File: src/rtl/spwm_pkg.sv
// Shared SPWM definitions: carrier direction encoding and default carrier geometry.
package spwm_pkg;

  typedef enum logic {
    DIR_DOWN = 1'b0,
    DIR_UP   = 1'b1
  } dir_e;

  localparam int DEFAULT_WIDTH      = 6;
  localparam int DEFAULT_PEAK       = 32;
  localparam int DEFAULT_CHANNELS   = 3;
  localparam int DEFAULT_PRESCALE_W = 8;

endpackage

File: src/rtl/spwm_carrier_gen_if.sv
// Control and carrier-output bundle between the SPWM carrier generator and its users.
interface spwm_carrier_gen_if #(
  parameter int WIDTH      = 6,
  parameter int CHANNELS   = 3,
  parameter int PRESCALE_W = 8
);

  logic                      en;
  logic [PRESCALE_W-1:0]     prescale;
  logic                      load;
  logic [CHANNELS*WIDTH-1:0] phase_init;
  logic [CHANNELS-1:0]       dir_init;
  logic [CHANNELS*WIDTH-1:0] carrier;
  logic [CHANNELS-1:0]       dir;
  logic [CHANNELS-1:0]       peak_pulse;
  logic [CHANNELS-1:0]       valley_pulse;
  logic                      step;

  modport master (
    output en, prescale, load, phase_init, dir_init,
    input  carrier, dir, peak_pulse, valley_pulse, step
  );

  modport slave (
    input  en, prescale, load, phase_init, dir_init,
    output carrier, dir, peak_pulse, valley_pulse, step
  );

endinterface

File: src/rtl/spwm_carrier_channel.sv
// One symmetric triangular carrier: counts 0..PEAK..0 on each tick, with preload and extreme strobes.
module spwm_carrier_channel
  import spwm_pkg::*;
#(
  parameter int WIDTH = DEFAULT_WIDTH,
  parameter int PEAK  = DEFAULT_PEAK
) (
  input  logic             clk,
  input  logic             rst_n,
  input  logic             tick,
  input  logic             load,
  input  logic [WIDTH-1:0] phase_init,
  input  logic             dir_init,
  output logic [WIDTH-1:0] carrier,
  output logic             dir,
  output logic             peak_pulse,
  output logic             valley_pulse
);

  localparam logic [WIDTH-1:0] PEAK_V = WIDTH'(PEAK);
  localparam logic [WIDTH-1:0] ZERO_V = '0;
  localparam logic [WIDTH-1:0] ONE_V  = WIDTH'(1);

  logic [WIDTH-1:0] value_q, value_d;
  logic [WIDTH-1:0] load_value;
  dir_e             dir_q, dir_d;
  logic             peak_q, peak_d;
  logic             valley_q, valley_d;

  // Direction flips on the same edge the extreme is reached, so each extreme lasts exactly one step.
  always_comb begin
    load_value = (phase_init > PEAK_V) ? PEAK_V : phase_init;
    value_d    = value_q;
    dir_d      = dir_q;
    peak_d     = 1'b0;
    valley_d   = 1'b0;
    if (load) begin
      value_d = load_value;
      if (load_value == PEAK_V) begin
        dir_d = DIR_DOWN;
      end else if (load_value == ZERO_V) begin
        dir_d = DIR_UP;
      end else begin
        dir_d = dir_e'(dir_init);
      end
    end else if (tick) begin
      if (dir_q == DIR_UP) begin
        value_d = value_q + ONE_V;
        if (value_d == PEAK_V) begin
          dir_d  = DIR_DOWN;
          peak_d = 1'b1;
        end
      end else begin
        value_d = value_q - ONE_V;
        if (value_d == ZERO_V) begin
          dir_d    = DIR_UP;
          valley_d = 1'b1;
        end
      end
    end
  end

  always_ff @(posedge clk) begin
    if (!rst_n) begin
      value_q  <= '0;
      dir_q    <= DIR_UP;
      peak_q   <= 1'b0;
      valley_q <= 1'b0;
    end else begin
      value_q  <= value_d;
      dir_q    <= dir_d;
      peak_q   <= peak_d;
      valley_q <= valley_d;
    end
  end

  assign carrier      = value_q;
  assign dir          = dir_q;
  assign peak_pulse   = peak_q;
  assign valley_pulse = valley_q;

endmodule

File: src/rtl/spwm_carrier_gen.sv
// Multi-channel SPWM carrier generator: one shared step prescaler driving CHANNELS triangular carriers in lockstep.
module spwm_carrier_gen
  import spwm_pkg::*;
#(
  parameter int WIDTH      = DEFAULT_WIDTH,
  parameter int PEAK       = DEFAULT_PEAK,
  parameter int CHANNELS   = DEFAULT_CHANNELS,
  parameter int PRESCALE_W = DEFAULT_PRESCALE_W
) (
  input logic               clk,
  input logic               rst_n,
  spwm_carrier_gen_if.slave bus
);

  generate
    if (PEAK < 2 || PEAK > (2 ** WIDTH) - 1) begin : g_bad_peak
      $error("spwm_carrier_gen: PEAK must be in 2 .. 2**WIDTH-1");
    end
  endgenerate

  localparam logic [PRESCALE_W-1:0] PS_ONE = PRESCALE_W'(1);

  logic [PRESCALE_W-1:0]     count_q, count_d;
  logic                      step_q, step_d;
  logic                      tick;
  logic [CHANNELS*WIDTH-1:0] carrier_w;
  logic [CHANNELS-1:0]       dir_w;
  logic [CHANNELS-1:0]       peak_w;
  logic [CHANNELS-1:0]       valley_w;

  // Using >= lets a prescale lowered below the running count take effect on the very next clock.
  always_comb begin
    tick    = bus.en && (count_q >= bus.prescale);
    step_d  = tick && !bus.load;
    count_d = count_q;
    if (bus.load || tick) begin
      count_d = '0;
    end else if (bus.en) begin
      count_d = count_q + PS_ONE;
    end
  end

  always_ff @(posedge clk) begin
    if (!rst_n) begin
      count_q <= '0;
      step_q  <= 1'b0;
    end else begin
      count_q <= count_d;
      step_q  <= step_d;
    end
  end

  for (genvar k = 0; k < CHANNELS; k++) begin : g_channel
    spwm_carrier_channel #(
      .WIDTH (WIDTH),
      .PEAK  (PEAK)
    ) u_channel (
      .clk          (clk),
      .rst_n        (rst_n),
      .tick         (tick),
      .load         (bus.load),
      .phase_init   (bus.phase_init[k*WIDTH +: WIDTH]),
      .dir_init     (bus.dir_init[k]),
      .carrier      (carrier_w[k*WIDTH +: WIDTH]),
      .dir          (dir_w[k]),
      .peak_pulse   (peak_w[k]),
      .valley_pulse (valley_w[k])
    );
  end

  assign bus.carrier      = carrier_w;
  assign bus.dir          = dir_w;
  assign bus.peak_pulse   = peak_w;
  assign bus.valley_pulse = valley_w;
  assign bus.step         = step_q;

endmodule

File: src/flat_wrapper.sv
// flat-port wrapper written by rule: the top's interface ports become plain ports
module spwm_carrier_gen_flat import spwm_pkg::*;
#(
  parameter int WIDTH      = DEFAULT_WIDTH,
  parameter int PEAK       = DEFAULT_PEAK,
  parameter int CHANNELS   = DEFAULT_CHANNELS,
  parameter int PRESCALE_W = DEFAULT_PRESCALE_W
)
  (clk, rst_n, bus_en, bus_prescale, bus_load, bus_phase_init, bus_dir_init, bus_carrier, bus_dir, bus_peak_pulse, bus_valley_pulse, bus_step);
  spwm_carrier_gen_if #(.WIDTH(WIDTH), .CHANNELS(CHANNELS), .PRESCALE_W(PRESCALE_W)) bus_i ();
  input logic clk;
  input logic rst_n;
  input wire logic [$bits(bus_i.en)-1:0] bus_en;
  input wire logic [$bits(bus_i.prescale)-1:0] bus_prescale;
  input wire logic [$bits(bus_i.load)-1:0] bus_load;
  input wire logic [$bits(bus_i.phase_init)-1:0] bus_phase_init;
  input wire logic [$bits(bus_i.dir_init)-1:0] bus_dir_init;
  output wire logic [$bits(bus_i.carrier)-1:0] bus_carrier;
  output wire logic [$bits(bus_i.dir)-1:0] bus_dir;
  output wire logic [$bits(bus_i.peak_pulse)-1:0] bus_peak_pulse;
  output wire logic [$bits(bus_i.valley_pulse)-1:0] bus_valley_pulse;
  output wire logic [$bits(bus_i.step)-1:0] bus_step;
  assign bus_i.en = bus_en;
  assign bus_i.prescale = bus_prescale;
  assign bus_i.load = bus_load;
  assign bus_i.phase_init = bus_phase_init;
  assign bus_i.dir_init = bus_dir_init;
  assign bus_carrier = bus_i.carrier;
  assign bus_dir = bus_i.dir;
  assign bus_peak_pulse = bus_i.peak_pulse;
  assign bus_valley_pulse = bus_i.valley_pulse;
  assign bus_step = bus_i.step;
  spwm_carrier_gen #(.WIDTH(WIDTH), .PEAK(PEAK), .CHANNELS(CHANNELS), .PRESCALE_W(PRESCALE_W)) u_core (.clk(clk), .rst_n(rst_n), .bus(bus_i));
endmodule
File: config.mk
export PLATFORM = sky130hd
export DESIGN_NAME = spwm_carrier_gen_flat
export DESIGN_NICKNAME = d
export VERILOG_FILES = /design/src/rtl/spwm_pkg.sv /design/src/rtl/spwm_carrier_gen_if.sv /design/src/rtl/spwm_carrier_channel.sv /design/src/rtl/spwm_carrier_gen.sv /design/src/flat_wrapper.sv
export SDC_FILE = /design/constraint.sdc
export NUM_CORES = 1
export LEC_CHECK = 0
export ABC_CLOCK_PERIOD_IN_PS = 4150
export BUFFER_PORTS_ARGS = -buffer_cell sky130_fd_sc_hd__buf_4
export CAP_MARGIN = 20
export CORE_MARGIN = 1.5
export CORE_UTILIZATION = 58
export CTS_BUF_LIST = sky130_fd_sc_hd__clkbuf_8
export CTS_CLUSTER_DIAMETER = 200
export DETAILED_ROUTE_END_ITERATION = 10
export PLACE_DENSITY = 0.95
export SYNTH_ARGS = -nofsm -noshare
export SYNTH_HDL_FRONTEND = slang
export SYNTH_SLANG_ARGS = --single-unit
File: constraint.sdc
create_clock -name clk -period 4.15 [get_ports clk]
set_clock_uncertainty 0.2 [all_clocks]
set_input_delay 0.415 -clock clk [delete_from_list [all_inputs] [get_ports clk]]
set_output_delay 0.415 -clock clk [all_outputs]
set_load 0.05 [all_outputs]
==> impl_metrics.xml, run 1 <==
<?xml version="1.0" encoding="UTF-8"?>
<metrics>
  <group name="outcome">
    <metric name="run_status" unit="">finished, final reports clean</metric>
  </group>
  <group name="clock_network">
    <metric name="tritoncts" unit="">built</metric>
    <metric name="root_buffer" unit="">sky130_fd_sc_hd__clkbuf_8</metric>
    <metric name="cts-htree-levels" unit="">2</metric>
    <metric name="post_cts_resized" unit="">0</metric>
    <metric name="postCtsSetupRepairBufs" unit="">0</metric>
    <metric name="worstSkewPairLatency" unit="ns">0.31</metric>
    <metric name="clock-sinks" unit="">36</metric>
    <metric name="max-clock-path-buffers" unit="">2</metric>
    <metric name="cts-buffers-inserted" unit="">5</metric>
    <metric name="clk_transition_reported_paths" unit="ns">0.07</metric>
    <metric name="ctsHoldBuffers" unit="">0</metric>
  </group>
  <group name="timing">
    <metric name="final-setup-viol-count" unit="">0</metric>
    <metric name="final_period_minus_worst_setup_slack" unit="ns">2.66</metric>
    <metric name="tightestPinTransition" unit="ns">0.781</metric>
    <metric name="post-route-period-util" unit="%">64.1</metric>
    <metric name="unrepaired_setup_endpoints_after_global_routing" unit="">no</metric>
    <metric name="timing.setup.tns" unit="ns">0</metric>
    <metric name="finalHoldViolations" unit="">0</metric>
    <metric name="finalMaxSlewViolations" unit="">0</metric>
    <metric name="timing.slew.headroom" unit="%">47.9</metric>
    <metric name="max_clock_freq" unit="MHz">376</metric>
  </group>
  <group name="floorplanning">
    <metric name="num_io_pins" unit="">61</metric>
    <metric name="floorplan.initialDensity" unit="%">60.7</metric>
    <metric name="floorplan.die.width" unit="um">67.9</metric>
    <metric name="floorplan.die_area" unit="mm^2">0.00461</metric>
    <metric name="std_cell_rows" unit="">23</metric>
    <metric name="floorplan.die.height" unit="um">67.9</metric>
    <metric name="design.core.area" unit="mm^2">0.00403</metric>
  </group>
  <group name="yosys">
    <metric name="synth-seq-cells" unit="">36</metric>
    <metric name="postSynth.asyncResetShare" unit="%">0</metric>
    <metric name="yosysWarnings" unit="">0</metric>
    <metric name="yosysMostFrequentCell" unit="">sky130_fd_sc_hd__nand2_1</metric>
    <metric name="leading_area_contributor_after_synthesis" unit="">sky130_fd_sc_hd__dfxtp_1</metric>
    <metric name="syn-instance-count" unit="">309</metric>
    <metric name="post_synthesis_cell_area" unit="mm^2">0.00244</metric>
    <metric name="synth-seq-area-share" unit="%">29.5</metric>
    <metric name="yosys_most_used_dff" unit="">sky130_fd_sc_hd__dfxtp_1</metric>
    <metric name="synth.avg_cell_area" unit="um^2">7.91</metric>
    <metric name="synth_top_cell_area_share" unit="%">29.5</metric>
    <metric name="post_synth_most_frequent_cells" unit="">sky130_fd_sc_hd__nand2_1, sky130_fd_sc_hd__dfxtp_1, sky130_fd_sc_hd__nor2_1</metric>
    <metric name="synth_area_leaders" unit="">sky130_fd_sc_hd__dfxtp_1, sky130_fd_sc_hd__ha_1, sky130_fd_sc_hd__nand2_1, sky130_fd_sc_hd__nor2_1, sky130_fd_sc_hd__inv_1</metric>
    <metric name="yosysUniqueCellTypes" unit="">47</metric>
    <metric name="synthesis.nets" unit="">360</metric>
    <metric name="number_of_enable_type_register_cells_in_the_synthesized_netlist" unit="">0</metric>
  </group>
  <group name="layout">
    <metric name="layout-drive-gt1-share" unit="%">19.4</metric>
    <metric name="num_antenna_cells" unit="">0</metric>
    <metric name="postLayoutCoreUtil" unit="%">71.9</metric>
    <metric name="synth_to_final_area_change" unit="%">18.5</metric>
    <metric name="final_area" unit="mm^2">0.00290</metric>
    <metric name="finalNetCount" unit="">402</metric>
  </group>
  <group name="routing">
    <metric name="route.detailed.drc" unit="">0</metric>
    <metric name="routed_via_count_divided_by_cell_count" unit="">6.20</metric>
    <metric name="detailroute.via_count" unit="">2487</metric>
    <metric name="dr.pass1.iters" unit="">5</metric>
    <metric name="initial_drt_markers" unit="">198</metric>
    <metric name="routed_wirelength" unit="mm">6.28</metric>
    <metric name="wl_per_cell" unit="um">15.7</metric>
    <metric name="final_antenna_net_count" unit="">0</metric>
  </group>
  <group name="global_routing">
    <metric name="grt_pass1_vias" unit="">2222</metric>
    <metric name="grt-ovfl-total" unit="">0</metric>
    <metric name="global_route.usage.total" unit="%">28.7</metric>
    <metric name="grt_start_max_net_pins" unit="">22</metric>
    <metric name="antenna_found_initial" unit="">0</metric>
    <metric name="grt_pass1_wl" unit="mm">9.97</metric>
  </group>
  <group name="worst_setup_path">
    <metric name="cpMaxStageDelayCell" unit="">sky130_fd_sc_hd__o21a_1</metric>
    <metric name="crit_arrival" unit="ns">2.70</metric>
    <metric name="critical_path.max_stage_delay" unit="ns">0.67</metric>
    <metric name="worstPathMaxFanout" unit="">21</metric>
    <metric name="worst_setup_path_end_kind" unit="">flip-flop</metric>
    <metric name="worst-setup-path-type" unit="">reg -&gt; reg</metric>
    <metric name="start_of_the_worst_register_to_register_path" unit="">u_core.count_q[2]</metric>
    <metric name="timing.critical_path.from" unit="">u_core.count_q[2]</metric>
    <metric name="critPathLaunchType" unit="">flip-flop</metric>
    <metric name="path_cells" unit="">ha_1 &gt; a211o_1 &gt; a31oi_1 &gt; o21a_1 &gt; nand2_1 &gt; nor2_1</metric>
    <metric name="crit_required" unit="ns">4.19</metric>
  </group>
  <group name="pwr">
    <metric name="cellPowerDensity" unit="mW/mm^2">281</metric>
    <metric name="power.ir.vdd_worst" unit="mV">0.208</metric>
    <metric name="post-layout-total-power" unit="mW">0.813</metric>
    <metric name="cellLeakagePower" unit="nW">1.37</metric>
  </group>
  <group name="placed_design">
    <metric name="gp_congestion" unit="">0.848</metric>
    <metric name="detailedPlacementHpwl" unit="mm">4.50</metric>
    <metric name="dp_area" unit="mm^2">0.00282</metric>
    <metric name="port_buffer_count" unit="">60</metric>
  </group>
  <group name="run">
    <metric name="maxCapViolCount" unit="">0</metric>
  </group>
  <group name="worst_hold_path">
    <metric name="holdCritStartpoint" unit="">bus_phase_init[11]</metric>
    <metric name="holdCritPathClass" unit="">in -&gt; reg</metric>
  </group>
</metrics>
power breakdown:
group / internal [mW] / leakage (nW) / switching [mW] / total (mW)
sequential: 0.357 / 0.294 / 0.0266 / 0.384
clock: 0.112 / 0.0452 / 0.132 / 0.244
combinational: 0.0769 / 1.03 / 0.109 / 0.185
final timing paths:
check	endpoint	slack [ns]	cells past startpoint
worst max-delay path	u_core.count_q[2]	1.49	6
worst min-delay path	u_core.g_channel[1].u_channel.carrier[0]	0.12	2
worst max register to register	u_core.count_q[2]	1.49	6
worst min register to register	u_core.count_q[7]	0.33	2
cell families after synthesis:
| family | after synthesis | share of synthesized area, % |
|---|---|---|
| xor+xnor | 17 | 6.09 |
| flops | 36 | 29.5 |
| simple gates | 124 | 25.9 |
| buf+inv | 48 | 9.37 |
| fa+ha+maj | 18 | 9.22 |
| mux | 5 | 2.05 |
| compound gates | 61 | 17.9 |
flip-flops by register name, summed over array words and instances, names as in the netlist:
| name | count |
|---|---|
| u_core.count_q | 8 |
| u_core.g_channel.u_channel.dir | 3 |
| u_core.bus.step | 1 |
| u_core.g_channel.u_channel.valley_pulse | 3 |
| u_core.g_channel.u_channel.carrier | 18 |
| u_core.g_channel.u_channel.peak_pulse | 3 |
layout make-up:
class | instances | area, um^2
clock inverter | 2 | 8.76
clock buffer | 5 | 68.8
inverter | 22 | 82.6
timing repair buffer | 61 | 458
tap | 50 | 62.6
multi-input combinational | 225 | 1490
sequential | 36 | 721
fill | 308 | 1130
critical path, delay by kind of cell, from the launching register on:
family | cells | cell delay (ns)
AO/OA/AOI/OAI | 3 | 1.14
AND/OR/NAND/NOR | 2 | 0.57
flip-flops | 1 | 0.41
adder cells (fa/ha/maj) | 1 | 0.27
metal layers:
layer	wire, um	global-route usage [%]	up-vias	part of all wire, %
met3	422	5.43	24	6.7
met2	3070	47.5	108	49
met5	0	0	-	0
met1	2570	34.3	1165	41
met4	216	17.8	0	3.4
li1	-	-	1190	-
placed cells by master (no fill, tap or decap), types with 9 or more instances in the layout:
cell type and count:
sky130_fd_sc_hd__buf_4 61, sky130_fd_sc_hd__nand2_1 39, sky130_fd_sc_hd__dfxtp_1 36, sky130_fd_sc_hd__nor2_1 29
sky130_fd_sc_hd__inv_1 22, sky130_fd_sc_hd__ha_1 18, sky130_fd_sc_hd__o21ai_0 10, sky130_fd_sc_hd__a21oi_1 9
sky130_fd_sc_hd__xnor2_1 9
stage by stage:
step	cells	hold WS (ns)	setup slack, ns
global placement	394	0.307	1.48
floorplan	309	0.283	1.84
detailed placement	394	0.314	1.36
finish	401	0.123	1.49
global route	401	0.142	1.27
CTS	401	0.123	1.50
Power figures use the tool's default switching activity.
==> run 2, diff against run 1 <==
--- a/config.mk
+++ b/config.mk
@@ -5,15 +5,15 @@
 export SDC_FILE = /design/constraint.sdc
 export NUM_CORES = 1
 export LEC_CHECK = 0
-export ABC_CLOCK_PERIOD_IN_PS = 4150
+export ABC_CLOCK_PERIOD_IN_PS = 2400
 export BUFFER_PORTS_ARGS = -buffer_cell sky130_fd_sc_hd__buf_4
 export CAP_MARGIN = 20
 export CORE_MARGIN = 1.5
-export CORE_UTILIZATION = 58
+export CORE_UTILIZATION = 50
 export CTS_BUF_LIST = sky130_fd_sc_hd__clkbuf_8
 export CTS_CLUSTER_DIAMETER = 200
 export DETAILED_ROUTE_END_ITERATION = 10
-export PLACE_DENSITY = 0.95
+export PLACE_DENSITY = 0.9
 export SYNTH_ARGS = -nofsm -noshare
 export SYNTH_HDL_FRONTEND = slang
 export SYNTH_SLANG_ARGS = --single-unit
==> constraint.sdc (replaced) <==
create_clock -name clk -period 2.4 [get_ports clk]
set_clock_uncertainty 0.2 [all_clocks]
set_input_delay 0.24 -clock clk [delete_from_list [all_inputs] [get_ports clk]]
set_output_delay 0.24 -clock clk [all_outputs]
set_load 0.05 [all_outputs]
==> run 2 against run 1 <==
  * Sequential share of layout area is 1.6 points lower
  * Die area grew 15%
  * Critical path type unchanged
  * Wire length is 0.67% lower
  * Sequential power grew 72%
  * Utilization decreased by 6.2 points
  * First-iteration DRC count is 13% higher
  * Hold slack worse by 0.11 ns
  * Maximum frequency is 19% higher
  * Largest cell class unchanged
  * Power is 77% higher
  * Via count rose by 1.2%
  * Largest power group unchanged
==> impl_metrics.xml, run 2 (synthesis gave the netlist of run 1 again) <==
<?xml version="1.0" encoding="UTF-8"?>
<metrics>
  <group name="worst_setup_path">
    <metric name="critPathLaunchType" unit="">flip-flop</metric>
    <metric name="worstPathMaxFanout" unit="">20</metric>
    <metric name="worst-setup-path-type" unit="">reg -&gt; reg</metric>
    <metric name="crit_required" unit="ns">2.38</metric>
    <metric name="worst_setup_path_end_kind" unit="">flip-flop</metric>
    <metric name="crit_arrival" unit="ns">2.22</metric>
  </group>
  <group name="routing">
    <metric name="dr.pass1.iters" unit="">5</metric>
    <metric name="detailroute.via_count" unit="">2518</metric>
    <metric name="routed_via_count_divided_by_cell_count" unit="">5.80</metric>
    <metric name="top_layer" unit="">met4</metric>
    <metric name="final_antenna_net_count" unit="">0</metric>
    <metric name="wl_per_cell" unit="um">14.4</metric>
    <metric name="routed_wirelength" unit="mm">6.24</metric>
    <metric name="initial_drt_markers" unit="">224</metric>
    <metric name="routed-wl-met3" unit="um">414</metric>
    <metric name="detailroute.wirelength.met2" unit="mm">3.04</metric>
    <metric name="route.detailed.drc" unit="">0</metric>
    <metric name="wirelength_met1" unit="mm">2.66</metric>
  </group>
  <group name="floorplanning">
    <metric name="num_io_pins" unit="">61</metric>
    <metric name="floorplan.die_area" unit="mm^2">0.00532</metric>
    <metric name="std_cell_rows" unit="">25</metric>
    <metric name="floorplan.initialDensity" unit="%">51.7</metric>
    <metric name="floorplan.die.width" unit="um">72.9</metric>
    <metric name="design.core.area" unit="mm^2">0.00472</metric>
    <metric name="floorplan.die.height" unit="um">72.9</metric>
  </group>
  <group name="global_routing">
    <metric name="global_route.usage.total" unit="%">23.9</metric>
    <metric name="grt_pass1_wl" unit="mm">10.0</metric>
    <metric name="grt_start_max_net_pins" unit="">22</metric>
    <metric name="grt-ovfl-total" unit="">0</metric>
    <metric name="antenna_found_initial" unit="">0</metric>
    <metric name="grt_pass1_vias" unit="">2223</metric>
  </group>
  <group name="timing">
    <metric name="final_period_minus_worst_setup_slack" unit="ns">2.23</metric>
    <metric name="timing.setup.tns" unit="ns">0</metric>
    <metric name="timing.slew.headroom" unit="%">61.9</metric>
    <metric name="max_clock_freq" unit="MHz">448</metric>
    <metric name="tightestPinTransition" unit="ns">0.557</metric>
    <metric name="timing.final.ws_setup" unit="ns">0.169</metric>
    <metric name="finalHoldViolations" unit="">0</metric>
    <metric name="final-setup-viol-count" unit="">0</metric>
    <metric name="finalMaxSlewViolations" unit="">0</metric>
    <metric name="post-route-period-util" unit="%">93.0</metric>
    <metric name="unrepaired_setup_endpoints_after_global_routing" unit="">no</metric>
  </group>
  <group name="pwr">
    <metric name="cellLeakagePower" unit="nW">1.45</metric>
    <metric name="power.clock.fraction" unit="%">30.2</metric>
    <metric name="share_comb_of_total_power" unit="%">24.0</metric>
    <metric name="cellPowerDensity" unit="mW/mm^2">465</metric>
    <metric name="power_switching_share" unit="%">30.9</metric>
    <metric name="p_seq_share" unit="%">45.8</metric>
    <metric name="power.ir.vdd_worst" unit="mV">0.336</metric>
    <metric name="post-layout-total-power" unit="mW">1.44</metric>
    <metric name="cell_internal_pwr" unit="mW">0.996</metric>
    <metric name="p_switching" unit="mW">0.445</metric>
  </group>
  <group name="clock_network">
    <metric name="root_buffer" unit="">sky130_fd_sc_hd__clkbuf_8</metric>
    <metric name="cts-htree-levels" unit="">2</metric>
    <metric name="postCtsSetupRepairBufs" unit="">0</metric>
    <metric name="clk_transition_reported_paths" unit="ns">0.07</metric>
    <metric name="max-clock-path-buffers" unit="">2</metric>
    <metric name="clock-sinks" unit="">36</metric>
    <metric name="tritoncts" unit="">built</metric>
    <metric name="worstSkewPairLatency" unit="ns">0.29</metric>
    <metric name="cts-buffers-inserted" unit="">5</metric>
  </group>
  <group name="worst_hold_path">
    <metric name="holdCritPathClass" unit="">in -&gt; reg</metric>
  </group>
  <group name="layout">
    <metric name="layout-drive-gt1-share" unit="%">20.2</metric>
    <metric name="layout_commonest_cell" unit="">sky130_fd_sc_hd__buf_4</metric>
    <metric name="largest_register_ff_count" unit="">18</metric>
    <metric name="finalNetCount" unit="">417</metric>
    <metric name="num_antenna_cells" unit="">0</metric>
    <metric name="final_cell_mix" unit="">sky130_fd_sc_hd__buf_4, sky130_fd_sc_hd__nand2_1, sky130_fd_sc_hd__dfxtp_1</metric>
    <metric name="synth_to_final_area_change" unit="%">26.9</metric>
    <metric name="n_fill_cell" unit="">390</metric>
  </group>
  <group name="outcome">
    <metric name="run_status" unit="">finished, final reports clean</metric>
  </group>
  <group name="run">
    <metric name="maxCapViolCount" unit="">0</metric>
  </group>
  <group name="placed_design">
    <metric name="detailedPlacementHpwl" unit="mm">4.54</metric>
    <metric name="detailedPlace.worstSlack" unit="ns">0.136</metric>
    <metric name="gp_congestion" unit="">0.886</metric>
    <metric name="port_buffer_count" unit="">60</metric>
  </group>
</metrics>
[run 2: power by group through the flow]
| stage | sequential, mW | combinational (mW) | clock [mW] |
|---|---|---|---|
| after floorplan | 0.708 | 0.180 | 0 |
| after global placement | 0.671 | 0.320 | 0 |
| after detailed placement | 0.672 | 0.327 | 0 |
| after CTS | 0.658 | 0.343 | 0.444 |
| after global routing | 0.664 | 0.373 | 0.465 |
| final | 0.659 | 0.346 | 0.436 |
[run 2: path summary, 6_finish.rpt]
path              depth (start not counted)  slack [ns]                                       end              start
setup / recovery                          7        0.17  u_core.g_channel[0].u_channel.carrier[5]  u_core.count_q[2]
hold / removal                            3        0.01  u_core.g_channel[0].u_channel.carrier[2]  bus_phase_init[2]
setup reg to reg                          7        0.17  u_core.g_channel[0].u_channel.carrier[5]  u_core.count_q[2]
hold reg to reg                           2        0.34                         u_core.count_q[7]  u_core.count_q[7]
[run 2: stage by stage]
stage | hold WS [ns] | instance area [um^2] | utilization, % | cells
floorplan | 0.149 | 2440 | - | 309
global placement | 0.252 | 2890 | 61.3 | 415
detailed placement | 0.258 | 2890 | 61.3 | 415
CTS | 0.00887 | 3100 | 65.6 | 434
global route | 0.00767 | 3100 | 65.6 | 434
finish | 0.0141 | 3100 | 65.6 | 434
[run 2: routing by layer]
layer  up-vias  GRT usage [%]
met5         -              0
met2       133           40.9
met3        16           4.42
met4         0           7.34
li1       1209              -
met1      1160           30.4
[run 2: repair_timing]
action / CTS / global route
gates resized for setup: 0 / 1
hold endpoints to repair: 11 / 0
hold buffers: 11 / 0
setup endpoints to repair: 0 / 2
[run 2: final cells by class]
type                    instances  area [um^2]  area share [%]
well taps                      67         83.8            2.70
inverters                      22         82.6            2.66
multi-input cells             225         1500            48.3
repair buffers                 76          623            20.1
clock buffers                   6         82.6            2.66
clock inverters                 2         11.3           0.363
flip-flops and latches         36          721            23.2
[run 2: worst max-delay path, stage by stage, from the launching register on]
cell	delay, ns
sky130_fd_sc_hd__dfxtp_1	0.39
sky130_fd_sc_hd__ha_1	0.27
sky130_fd_sc_hd__a211o_1	0.29
sky130_fd_sc_hd__a31oi_1	0.20
sky130_fd_sc_hd__o21ai_1	0.16
sky130_fd_sc_hd__buf_12	0.19
sky130_fd_sc_hd__a211o_1	0.25
sky130_fd_sc_hd__and4_1	0.18
==> run 3, diff against run 2 <==
--- a/config.mk
+++ b/config.mk
@@ -9,11 +9,10 @@
 export BUFFER_PORTS_ARGS = -buffer_cell sky130_fd_sc_hd__buf_4
 export CAP_MARGIN = 20
 export CORE_MARGIN = 1.5
-export CORE_UTILIZATION = 50
-export CTS_BUF_LIST = sky130_fd_sc_hd__clkbuf_8
-export CTS_CLUSTER_DIAMETER = 200
+export CORE_UTILIZATION = 48
 export DETAILED_ROUTE_END_ITERATION = 10
-export PLACE_DENSITY = 0.9
+export PLACE_DENSITY = 0.87
+export SLEW_MARGIN = 20
 export SYNTH_ARGS = -nofsm -noshare
 export SYNTH_HDL_FRONTEND = slang
 export SYNTH_SLANG_ARGS = --single-unit
==> run 3 against run 2 <==
  * Critical path depth up 1
  * Register-to-register slack about the same
  * Flip-flop and latch count unchanged
  * Wire length down 0.48%
  * Global-route usage up 0.27 points
  * Power up 6.5%
  * Sequential share of layout area down 0.18 points
  * Final area up 0.77%
  * Clock power up 22%
  * Via count down 1.4%
  * Sequential power about the same
  * Utilization down 0.79 points
  * Largest cell class unchanged
==> impl_metrics.xml, run 3 (synthesis gave the netlist of run 1 again) <==
<?xml version="1.0" encoding="UTF-8"?>
<metrics>
  <group name="timing">
    <metric name="finalMaxSlewViolations" unit="">0</metric>
    <metric name="tightestPinTransition" unit="ns">0.634</metric>
    <metric name="unrepaired_setup_endpoints_after_global_routing" unit="">no</metric>
    <metric name="final-setup-viol-count" unit="">0</metric>
    <metric name="max_clock_freq" unit="MHz">450</metric>
    <metric name="timing.slew.headroom" unit="%">56.6</metric>
    <metric name="final_period_minus_worst_setup_slack" unit="ns">2.22</metric>
    <metric name="finalHoldViolations" unit="">0</metric>
    <metric name="timing.setup.tns" unit="ns">0</metric>
    <metric name="fin_worst_hold_slack" unit="ns">0.0317</metric>
    <metric name="post-route-period-util" unit="%">92.5</metric>
    <metric name="timing.final.ws_setup" unit="ns">0.179</metric>
  </group>
  <group name="outcome">
    <metric name="run_status" unit="">finished, final reports clean</metric>
  </group>
  <group name="worst_setup_path">
    <metric name="worstPathMaxFanout" unit="">21</metric>
    <metric name="cpMaxStageDelayCell" unit="">sky130_fd_sc_hd__or4_1</metric>
    <metric name="critPathBufInv" unit="">2</metric>
    <metric name="worst_setup_path_end_kind" unit="">flip-flop</metric>
    <metric name="crit_arrival" unit="ns">2.25</metric>
    <metric name="critPathLaunchType" unit="">flip-flop</metric>
    <metric name="crit_required" unit="ns">2.43</metric>
    <metric name="path_cells" unit="">inv_1 &gt; ha_1 &gt; nand2b_1 &gt; a31oi_1 &gt; o21a_1 &gt; buf_12 &gt; or4_1 &gt; nand3_1</metric>
    <metric name="crit_family" unit="">simple AND/OR/NAND/NOR gates</metric>
    <metric name="worst-setup-path-type" unit="">reg -&gt; reg</metric>
    <metric name="critical_path.max_stage_delay" unit="ns">0.51</metric>
  </group>
  <group name="placed_design">
    <metric name="gp_congestion" unit="">0.903</metric>
    <metric name="detailedPlacementHpwl" unit="mm">4.56</metric>
    <metric name="numPlacedInstances" unit="">415</metric>
    <metric name="detailedPlace.worstSlack" unit="ns">0.123</metric>
    <metric name="port_buffer_count" unit="">60</metric>
  </group>
  <group name="layout">
    <metric name="final_cell_mix" unit="">sky130_fd_sc_hd__buf_4, sky130_fd_sc_hd__nand2_1, sky130_fd_sc_hd__dfxtp_1</metric>
    <metric name="finalNetCount" unit="">418</metric>
    <metric name="largest_register_ff_count" unit="">18</metric>
    <metric name="layout-drive-gt1-share" unit="%">20.1</metric>
    <metric name="num_antenna_cells" unit="">0</metric>
    <metric name="area_of_the_multi_input_gates" unit="mm^2">0.00150</metric>
    <metric name="n_fill_cell" unit="">425</metric>
    <metric name="sequential_cell_area" unit="um^2">721</metric>
    <metric name="final_cell_count_no_fill" unit="">435</metric>
    <metric name="synth_to_final_area_change" unit="%">27.9</metric>
    <metric name="layout_commonest_cell" unit="">sky130_fd_sc_hd__buf_4</metric>
  </group>
  <group name="routing">
    <metric name="detailroute.via_count" unit="">2484</metric>
    <metric name="dr.pass1.iters" unit="">5</metric>
    <metric name="final_antenna_net_count" unit="">0</metric>
    <metric name="routed_via_count_divided_by_cell_count" unit="">5.71</metric>
    <metric name="initial_drt_markers" unit="">259</metric>
    <metric name="routed_wirelength" unit="mm">6.21</metric>
    <metric name="wl_per_cell" unit="um">14.3</metric>
    <metric name="route.detailed.drc" unit="">0</metric>
  </group>
  <group name="clock_network">
    <metric name="clk_transition_reported_paths" unit="ns">0.07</metric>
    <metric name="worstSkewPairLatency" unit="ns">0.29</metric>
    <metric name="tritoncts" unit="">built</metric>
    <metric name="max-clock-path-buffers" unit="">2</metric>
    <metric name="cts-htree-levels" unit="">2</metric>
    <metric name="cts-buffers-inserted" unit="">5</metric>
    <metric name="clock-sinks" unit="">36</metric>
    <metric name="postCtsSetupRepairBufs" unit="">0</metric>
    <metric name="root_buffer" unit="">sky130_fd_sc_hd__clkbuf_8</metric>
  </group>
  <group name="run">
    <metric name="maxCapViolCount" unit="">0</metric>
  </group>
  <group name="global_routing">
    <metric name="grt_start_max_net_pins" unit="">22</metric>
    <metric name="global_route.usage.total" unit="%">24.1</metric>
    <metric name="grt-ovfl-total" unit="">0</metric>
    <metric name="antenna_found_initial" unit="">0</metric>
    <metric name="grt_pass1_vias" unit="">2330</metric>
    <metric name="grt_pass1_wl" unit="mm">10.5</metric>
  </group>
  <group name="floorplanning">
    <metric name="floorplan.die.width" unit="um">74.4</metric>
    <metric name="std_cell_rows" unit="">25</metric>
    <metric name="design.core.area" unit="mm^2">0.00482</metric>
    <metric name="floorplan.die_area" unit="mm^2">0.00553</metric>
    <metric name="floorplan.initialDensity" unit="%">50.7</metric>
    <metric name="floorplan.die.height" unit="um">74.4</metric>
    <metric name="num_io_pins" unit="">61</metric>
  </group>
  <group name="worst_hold_path">
    <metric name="holdCritPathClass" unit="">in -&gt; reg</metric>
  </group>
  <group name="pwr">
    <metric name="cellPowerDensity" unit="mW/mm^2">491</metric>
    <metric name="power.ir.vdd_worst" unit="mV">0.280</metric>
    <metric name="cellLeakagePower" unit="nW">1.46</metric>
  </group>
</metrics>
## run 3: changes by cell type in the layout (fill, tap and decap cells not counted)
| cell | before | now |
|---|---|---|
| sky130_fd_sc_hd__bufinv_16 | 0 | 1 |
| sky130_fd_sc_hd__clkbuf_1 | 0 | 1 |
| sky130_fd_sc_hd__clkbuf_8 | 6 | 5 |
| sky130_fd_sc_hd__clkinv_2 | 0 | 1 |
| sky130_fd_sc_hd__clkinvlp_4 | 1 | 0 |
| sky130_fd_sc_hd__dlygate4sd3_1 | 11 | 12 |
| sky130_fd_sc_hd__inv_1 | 22 | 21 |
## run 3: layout make-up
type | count | share of cell area (%)
Timing Repair Buffer | 77 | 20.3
Inverter | 22 | 2.64
Tap cell | 67 | 2.68
Multi-Input combinational cell | 225 | 47.9
Sequential cell | 36 | 23.1
Clock inverter | 2 | 1.12
Clock buffer | 6 | 2.32
## run 3: where the power goes
part           switching [mW]  total, mW  internal, mW
Combinational           0.196      0.346         0.150
Clock                   0.221      0.530         0.308
Sequential             0.0419      0.660         0.618
Total                   0.459       1.54          1.08
## run 3: final timing paths
check / start / endpoint / slack [ns] / cells past startpoint
max: u_core.count_q[0] / u_core.g_channel[1].u_channel.carrier[2] / 0.18 / 8
max reg2reg: u_core.count_q[0] / u_core.g_channel[1].u_channel.carrier[2] / 0.18 / 8
min: rst_n / u_core.g_channel[2].u_channel.carrier[1] / 0.03 / 2
min reg2reg: u_core.count_q[7] / u_core.count_q[7] / 0.35 / 2
## run 3: repair_timing
action / 4_1_cts / 5_1_grt
setup endpoints to repair: 0 / 1
hold buffers: 12 / 0
hold endpoints to repair: 12 / 0
gates resized for setup: 0 / 1
## run 3: per-stage QoR
step	cell area (um^2)	utilization, %	power (mW)
floorplan	2440	-	0.888
global placement	2890	60.1	0.991
detailed placement	2890	60.1	0.999
CTS	3120	64.8	1.53
global route	3120	64.9	1.60
finish	3120	64.9	1.54
## run 3: metal layers
layer	wire (um)	global-route usage, %	vias up
met5	0	0	-
met4	86	8.08	0
met3	294	3.12	8
met2	3050	40.1	83
met1	2770	32.4	1179
li1	-	-	1214
